[src/rtl/fb_write_port.sv]
// fb_write_port: frame-buffer write port for the pixel-draw interface.
// Draw strobes are range-checked, converted to a linear address (y*H_RES+x)
// and queued in a FIFO. Entries drain to the frame-buffer write port only in
// cycles where the scanout arbiter grants access. A whole-screen fill
// operation can be started from IDLE.
//
// Ports:
//   clk, rst      clock, asynchronous active-high reset
//   draw_en       draw strobe (one pixel offered per cycle, no backpressure)
//   draw_color    3-bit pixel color
//   draw_pos      [19:10]=x, [9:0]=y
//   fill_req      single-cycle pulse starting a full-screen fill
//   fill_color    fill color, sampled with fill_req
//   mem_grant     arbiter grant for this cycle
//   mem_we        frame-buffer write enable (registered)
//   mem_addr      write address (registered)
//   mem_wdata     write data (registered)
//   busy          FIFO non-empty, fill active or a write pending
//   fill_done     one-cycle pulse after the last fill write
//   overflow      sticky: a draw was dropped on a full FIFO
//
// Optional build macro: FB_WRITE_DEDUP_EN
//   When defined, a draw identical to the newest FIFO entry (still queued)
//   is dropped silently.
module fb_write_port #(
  parameter int unsigned H_RES      = 640,
  parameter int unsigned V_RES      = 480,
  parameter int unsigned FIFO_DEPTH = 16,
  parameter int unsigned ADDR_W     = 19
) (
  input  logic              clk,
  input  logic              rst,
  input  logic              draw_en,
  input  logic [2:0]        draw_color,
  input  logic [19:0]       draw_pos,
  input  logic              fill_req,
  input  logic [2:0]        fill_color,
  input  logic              mem_grant,
  output logic              mem_we,
  output logic [ADDR_W-1:0] mem_addr,
  output logic [2:0]        mem_wdata,
  output logic              busy,
  output logic              fill_done,
  output logic              overflow
);

  localparam int unsigned PTR_W   = $clog2(FIFO_DEPTH);
  localparam int unsigned CNT_W   = PTR_W + 1;
  localparam int unsigned NUM_PIX = H_RES * V_RES;
  localparam logic [ADDR_W-1:0] FILL_LAST = ADDR_W'(NUM_PIX - 1);

  typedef enum logic {
    ST_IDLE = 1'b0,
    ST_FILL = 1'b1
  } state_t;

  typedef struct packed {
    logic [ADDR_W-1:0] addr;
    logic [2:0]        color;
  } entry_t;

  state_t            state_q, state_d;
  logic [PTR_W-1:0]  wr_ptr_q, wr_ptr_d;
  logic [PTR_W-1:0]  rd_ptr_q, rd_ptr_d;
  logic [CNT_W-1:0]  count_q, count_d;
  logic [ADDR_W-1:0] fill_cnt_q, fill_cnt_d;
  logic [2:0]        fill_color_q, fill_color_d;
  logic              fill_last_q, fill_last_d;
  logic              mem_we_q, mem_we_d;
  logic [ADDR_W-1:0] mem_addr_q, mem_addr_d;
  logic [2:0]        mem_wdata_q, mem_wdata_d;
  logic              busy_q, busy_d;
  logic              fill_done_q, fill_done_d;
  logic              overflow_q, overflow_d;

  entry_t            fifo_q [FIFO_DEPTH];

  logic [9:0]        pos_x;
  logic [9:0]        pos_y;
  logic              in_range;
  entry_t            in_entry;
  entry_t            head;
  logic              is_dup;
  logic              fifo_full;
  logic              pop;
  logic              want_push;
  logic              push;
  logic              drop;

  // Ingress decode: range check and linear address
  always_comb begin
    pos_x          = draw_pos[19:10];
    pos_y          = draw_pos[9:0];
    in_range       = (32'(pos_x) < H_RES) && (32'(pos_y) < V_RES);
    in_entry.addr  = ADDR_W'(pos_y) * ADDR_W'(H_RES) + ADDR_W'(pos_x);
    in_entry.color = draw_color;
    head           = fifo_q[rd_ptr_q];
  end

`ifdef FB_WRITE_DEDUP_EN
  // Newest pushed entry; it is still queued whenever the FIFO is non-empty
  entry_t last_q, last_d;

  always_comb begin
    last_d = push ? in_entry : last_q;
    is_dup = (count_q != '0) && (in_entry == last_q);
  end

  always_ff @(posedge clk or posedge rst) begin
    if (rst) last_q <= '0;
    else     last_q <= last_d;
  end
`else
  always_comb is_dup = 1'b0;
`endif

  // FIFO push/pop decisions; a full FIFO accepts only when popping too
  always_comb begin
    fifo_full = (count_q == CNT_W'(FIFO_DEPTH));
    pop       = (state_q == ST_IDLE) && (count_q != '0) && mem_grant;
    want_push = draw_en && in_range && !is_dup;
    push      = want_push && (!fifo_full || pop);
    drop      = want_push && fifo_full && !pop;
  end

  // Next-state and registered-output logic
  always_comb begin
    state_d      = state_q;
    fill_cnt_d   = fill_cnt_q;
    fill_color_d = fill_color_q;
    fill_last_d  = 1'b0;
    mem_we_d     = 1'b0;
    mem_addr_d   = mem_addr_q;
    mem_wdata_d  = mem_wdata_q;
    overflow_d   = overflow_q;

    case (state_q)
      ST_IDLE: begin
        if (pop) begin
          mem_we_d    = 1'b1;
          mem_addr_d  = head.addr;
          mem_wdata_d = head.color;
        end
        if (fill_req) begin
          state_d      = ST_FILL;
          fill_cnt_d   = '0;
          fill_color_d = fill_color;
          overflow_d   = 1'b0;
        end
      end
      ST_FILL: begin
        if (mem_grant) begin
          mem_we_d    = 1'b1;
          mem_addr_d  = fill_cnt_q;
          mem_wdata_d = fill_color_q;
          if (fill_cnt_q == FILL_LAST) begin
            state_d     = ST_IDLE;
            fill_last_d = 1'b1;
          end else begin
            fill_cnt_d = fill_cnt_q + ADDR_W'(1);
          end
        end
      end
      default: state_d = ST_IDLE;
    endcase

    // A drop in the same cycle as a fill start still leaves overflow set
    if (drop) overflow_d = 1'b1;

    wr_ptr_d    = wr_ptr_q + PTR_W'(push);
    rd_ptr_d    = rd_ptr_q + PTR_W'(pop);
    count_d     = count_q + CNT_W'(push) - CNT_W'(pop);
    fill_done_d = fill_last_q;
    busy_d      = (count_d != '0) || (state_d == ST_FILL) || mem_we_d;
  end

  // Control and output registers
  always_ff @(posedge clk or posedge rst) begin
    if (rst) begin
      state_q      <= ST_IDLE;
      wr_ptr_q     <= '0;
      rd_ptr_q     <= '0;
      count_q      <= '0;
      fill_cnt_q   <= '0;
      fill_color_q <= '0;
      fill_last_q  <= 1'b0;
      mem_we_q     <= 1'b0;
      mem_addr_q   <= '0;
      mem_wdata_q  <= '0;
      busy_q       <= 1'b0;
      fill_done_q  <= 1'b0;
      overflow_q   <= 1'b0;
    end else begin
      state_q      <= state_d;
      wr_ptr_q     <= wr_ptr_d;
      rd_ptr_q     <= rd_ptr_d;
      count_q      <= count_d;
      fill_cnt_q   <= fill_cnt_d;
      fill_color_q <= fill_color_d;
      fill_last_q  <= fill_last_d;
      mem_we_q     <= mem_we_d;
      mem_addr_q   <= mem_addr_d;
      mem_wdata_q  <= mem_wdata_d;
      busy_q       <= busy_d;
      fill_done_q  <= fill_done_d;
      overflow_q   <= overflow_d;
    end
  end

  // FIFO storage; contents are don't-care until written
  always_ff @(posedge clk) begin
    if (push) fifo_q[wr_ptr_q] <= in_entry;
  end

  assign mem_we    = mem_we_q;
  assign mem_addr  = mem_addr_q;
  assign mem_wdata = mem_wdata_q;
  assign busy      = busy_q;
  assign fill_done = fill_done_q;
  assign overflow  = overflow_q;

endmodule

[config.mk]
export PLATFORM = sky130hd
export DESIGN_NAME = fb_write_port
export DESIGN_NICKNAME = d
export VERILOG_FILES = /design/src/rtl/fb_write_port.sv
export SDC_FILE = /design/constraint.sdc
export NUM_CORES = 1
export LEC_CHECK = 0
export ABC_AREA = 1
export CORE_ASPECT_RATIO = 1.75
export CORE_MARGIN = 4
export CORE_UTILIZATION = 25
export CTS_BUF_LIST = sky130_fd_sc_hd__clkbuf_8
export DETAILED_ROUTE_END_ITERATION = 8
export DONT_BUFFER_PORTS = 1
export PLACE_DENSITY = 0.43
export SLEW_MARGIN = 20
export SYNTH_ARGS = -nofsm -noshare
export SYNTH_HDL_FRONTEND = slang
export SYNTH_SLANG_ARGS = --single-unit
[constraint.sdc]
create_clock -name clk -period 2.8 [get_ports clk]
set_input_delay 0.56 -clock clk [delete_from_list [all_inputs] [get_ports clk]]
set_output_delay 0.56 -clock clk [all_outputs]
set_load 0.02 [all_outputs]
==> reports/summary.md <==
The flow ran to the end, and the final reports show no timing, DRC or antenna violations. The run gives 12,400 as the number of global-route vias before repair. The worst hold path belongs to the class input pin to register.

After the last flow step, the layout net total stands at 1,801. By area the synthesized netlist is led by sky130_fd_sc_hd__edfxtp_1 (58%), sky130_fd_sc_hd__dfrtp_1 (8.7%), sky130_fd_sc_hd__nand2_1 (8.2%). The worst-case clock buffer depth was 3. The most common cell in the synthesized netlist is sky130_fd_sc_hd__nand2_1.

The count of buffers inserted at the top-level ports came out at 0. The commonest cells after synthesis are sky130_fd_sc_hd__nand2_1 (396), sky130_fd_sc_hd__edfxtp_1 (352), sky130_fd_sc_hd__nor2_1 (179), sky130_fd_sc_hd__nand3_1 (148). In this run, synthesis inferred 352 flip-flops with an integrated enable.

Summed over all instances, the cell type with the most area after synthesis is sky130_fd_sc_hd__edfxtp_1. The worst-case IR drop observed on VDD is 302 µV. The per-cell via count in the routed design works out to 4.51.

The slew at the pin closest to its max-slew limit was 0.669 ns. Setup repair after global routing left no endpoint under its margin. STA puts the critical path data arrival time at 3.18 ns.

After synthesis, the netlist uses 38 different library cells. The tools report the sort of element at the end of the critical path as a register. The logs give 0.0328 ns for the clock skew and 1,728 for the post-synthesis net count. For this run, design rule violations remaining after detail routing come to 0. The post-route standard cell area excluding fillers came out at 21,200 µm². The total setup violations reported at the end of the flow was 0; the instance count of the mapped netlist was 1,665. Along the worst path, the maximum fanout reaches 3. In this run the core area contains 130 standard-cell rows.

The run gives 14.0% as the global routing usage summed across all routing layers. The register area share after synthesis was 67.1%; the average wire per cell in the routed design was 20.3 µm. The run gives 0.375 GHz as the maximum operating frequency.

The core occupancy in the finished layout was 29.6%; the number of sinks driven by the clock tree was 415. STA classifies the critical path startpoint as a register. The wire-length estimate of the detail-placed layout is 33,500 µm. The final number of hold-violating endpoints was 0; the portion of synthesized cell area occupied by the leading cell type was 58.4%. The routed layout has 12,200 vias.

Averaged over all synthesized cells, the footprint is 10.9 µm². The aggregate global routing overflow was 0. In the final layout, the share of cells above drive strength 1 is 13.0%. At the worst endpoint, the required time is 3.31 ns. The first detailed-routing pass took 5 iterations. The tools report the max capacitance violation total as 0.

The relative max-transition margin came out at 55.2%. For the count of pins over their slew limit, the log shows 0. The first-iteration detailed-routing DRC count was 667; the area of the placeable core was 71,700 µm². The H-tree was split into 2 levels.

Clock latency on the worst-skew pair, taken at its later pin, is 0.66 ns. Once detail routing completed, the nets flagged for antenna violations numbered 0. Dividing total power by cell area gives a power density of 684 nW/µm². The finished layout holds 2,711 standard cells, fillers aside. The logs give 57 for the number of I/O pins and 55,100 µm for the wire length after detailed routing.

The leakage component of the power is 7.83 nW. The run gives 81,100 µm as the first-pass GRT wire length. After detailed placement, the design holds a cell count of 2,582. Entering global routing, the biggest net connects 68 pins.

The initial utilization of the core area, before any placement, comes to 25.2%. The layout overhead on the synthesized area works out to 17.2%. The number of warnings issued by yosys came out at 0. The initial antenna violation count came out at 4.

The tools report the final weighted congestion in routability-driven placement as 0.822. In this run the cell area of the synthesized design comes to 18,100 µm². Across all hold checks on the routed design, the worst slack comes to 0.0838 ns.

After routing, the total negative slack on setup checks comes to 0 ns. The post-layout minimum cycle time came out at 2.67 ns. For this run, asynchronously set or reset flops after synthesis account for 15.2%. The height of the chip was 364 µm. The cell sitting at the root of the clock tree is a sky130_fd_sc_hd__clkbuf_8. The period utilization was 95.3%. The critical path goes through inv_2 -> ha_4 -> nand2_2 -> nor2_4 -> nand2_2 -> nand2_2 -> nor2_4 -> nor2_4 -> nor2_4 -> nand2_1 -> nand2_2 -> ha_4 -> inv_2 -> fa_2 -> inv_2 -> nor3_4 -> nand2_1 -> nor2_1 -> nand3_1. The floorplan die width was 211 µm; the synthesis-stage register bit count was 415.

In this design, the stage delay of the slowest critical-path cell is 0.54 ns. Clock-pin slew was measured on the worst setup and hold paths at 0.07 ns. For the floorplan die area, the log shows 76,900 µm². For the total cell area at the placement stage, the log shows 19,900 µm².

The slowest stage of the critical path belongs to the cell sky130_fd_sc_hd__fa_2. TritonCTS built the clock tree. TritonCTS created 59 clock buffers.

Critical path class: register to register. The most used flip-flop cell after synthesis is sky130_fd_sc_hd__edfxtp_1.
stage by stage:
stage	setup WS (ns)	power [mW]
finish	0.131	14.5
global route	0.00594	15.2
detailed placement	-0.0755	10.0
global placement	-0.0178	9.98
CTS	0.0216	14.6
floorplan	0.0697	9.06
final cells by class:
cell class	count	area [µm²]
Sequential cell	415	12200
Antenna cell	3	7.51
Clock buffer	60	826
Clock inverter	47	239
Tap cell	924	1160
Timing Repair Buffer	88	1070
Inverter	114	430
Multi-Input combinational cell	1060	5330
Fill cell	7294	50500
flip-flops by register name, summed over array words and instances (netlist names):
name / flops
busy: 1
count_q: 5
fifo_q: 352
fill_cnt_q: 19
fill_color_q: 3
fill_done: 1
fill_done_d: 1
mem_addr: 19
mem_wdata: 3
mem_we: 1
overflow: 1
rd_ptr_q: 4
state_q: 1
wr_ptr_q: 4
path summary, 6_finish.rpt:
kind / depth (start not counted) / from / slack, ns / endpoint
min: 2 / mem_grant / 0.08 / fill_done_d
max: 19 / count_q[2] / 0.13 / busy
min reg2reg: 0 / fill_done_d / 0.35 / fill_done
min in group asynchronous: 2 / rst / 0.44 / fill_cnt_q[15]
max in group asynchronous: 3 / rst / 1.52 / fill_cnt_q[3]
max reg2reg: 19 / count_q[2] / 0.13 / busy
kinds of logic (layout without fill, tap and decap cells):
family | count (synthesis) | after routing | synth area share (%)
DFF | 415 | 415 | 67.1
other | 0 | 3 | 0
AOI/OAI and AO/OA | 244 | 244 | 7.39
adders and majority gates | 32 | 32 | 2.34
buffers and inverters | 190 | 309 | 4.52
and+or+nand+nor | 759 | 759 | 17.4
xor gates and xnor gates | 25 | 25 | 1.21
power breakdown:
group	switching, mW	total (mW)	internal [mW]
clock	2.38	4.47	2.09
sequential	0.335	7.57	7.24
combinational	1.64	2.46	0.823
total	4.35	14.5	10.2
routing by layer:
metal | GRT usage, % | up-vias | routed length [µm]
met5 | 0 | - | 13
met4 | 4.83 | 2 | 1680
met3 | 1.62 | 95 | 1600
met2 | 27.3 | 235 | 30500
met1 | 15.7 | 6034 | 21400
li1 | - | 5848 | -
critical path, delay by kind of cell, from the launching register on:
| family | cells | cell delay [ns] |
|---|---|---|
| flip-flops | 1 | 0.38 |
| AND/OR/NAND/NOR | 13 | 1.19 |
| adder cells (fa/ha/maj) | 3 | 0.83 |
| buffers and inverters | 3 | 0.15 |
cell usage in the layout (no fill, tap or decap), types with 5 or more instances in the layout:
cell type | synthesis | routed
sky130_fd_sc_hd__a21oi_1 | 104 | 104
sky130_fd_sc_hd__buf_12 | 0 | 30
sky130_fd_sc_hd__buf_4 | 11 | 44
sky130_fd_sc_hd__clkbuf_8 | 0 | 60
sky130_fd_sc_hd__clkinv_1 | 1 | 15
sky130_fd_sc_hd__clkinv_2 | 0 | 12
sky130_fd_sc_hd__dfrtp_1 | 63 | 61
sky130_fd_sc_hd__dlygate4sd3_1 | 0 | 14
sky130_fd_sc_hd__edfxtp_1 | 352 | 352
sky130_fd_sc_hd__ha_1 | 29 | 27
sky130_fd_sc_hd__inv_1 | 104 | 114
sky130_fd_sc_hd__inv_2 | 8 | 15
sky130_fd_sc_hd__nand2_1 | 396 | 392
sky130_fd_sc_hd__nand2_2 | 11 | 15
sky130_fd_sc_hd__nand3_1 | 148 | 148
sky130_fd_sc_hd__nor2_1 | 179 | 160
sky130_fd_sc_hd__nor2_2 | 4 | 6
sky130_fd_sc_hd__nor2_4 | 3 | 20
sky130_fd_sc_hd__o211ai_1 | 25 | 25
sky130_fd_sc_hd__o21ai_0 | 94 | 94
sky130_fd_sc_hd__o21ai_1 | 5 | 5
sky130_fd_sc_hd__o21ai_2 | 12 | 12
sky130_fd_sc_hd__xor2_1 | 20 | 19
repair_timing:
item / in CTS / in global routing
pin swaps: 0 / 13
hold buffers: 14 / 0
endpoints found under the hold margin: 185 / 0
cloned: 0 / 0
endpoints found under the setup margin: 1 / 22
gates resized for setup: 2 / 23
setup buffers: 0 / 5
Note: power is estimated with default switching activity, not from simulation.
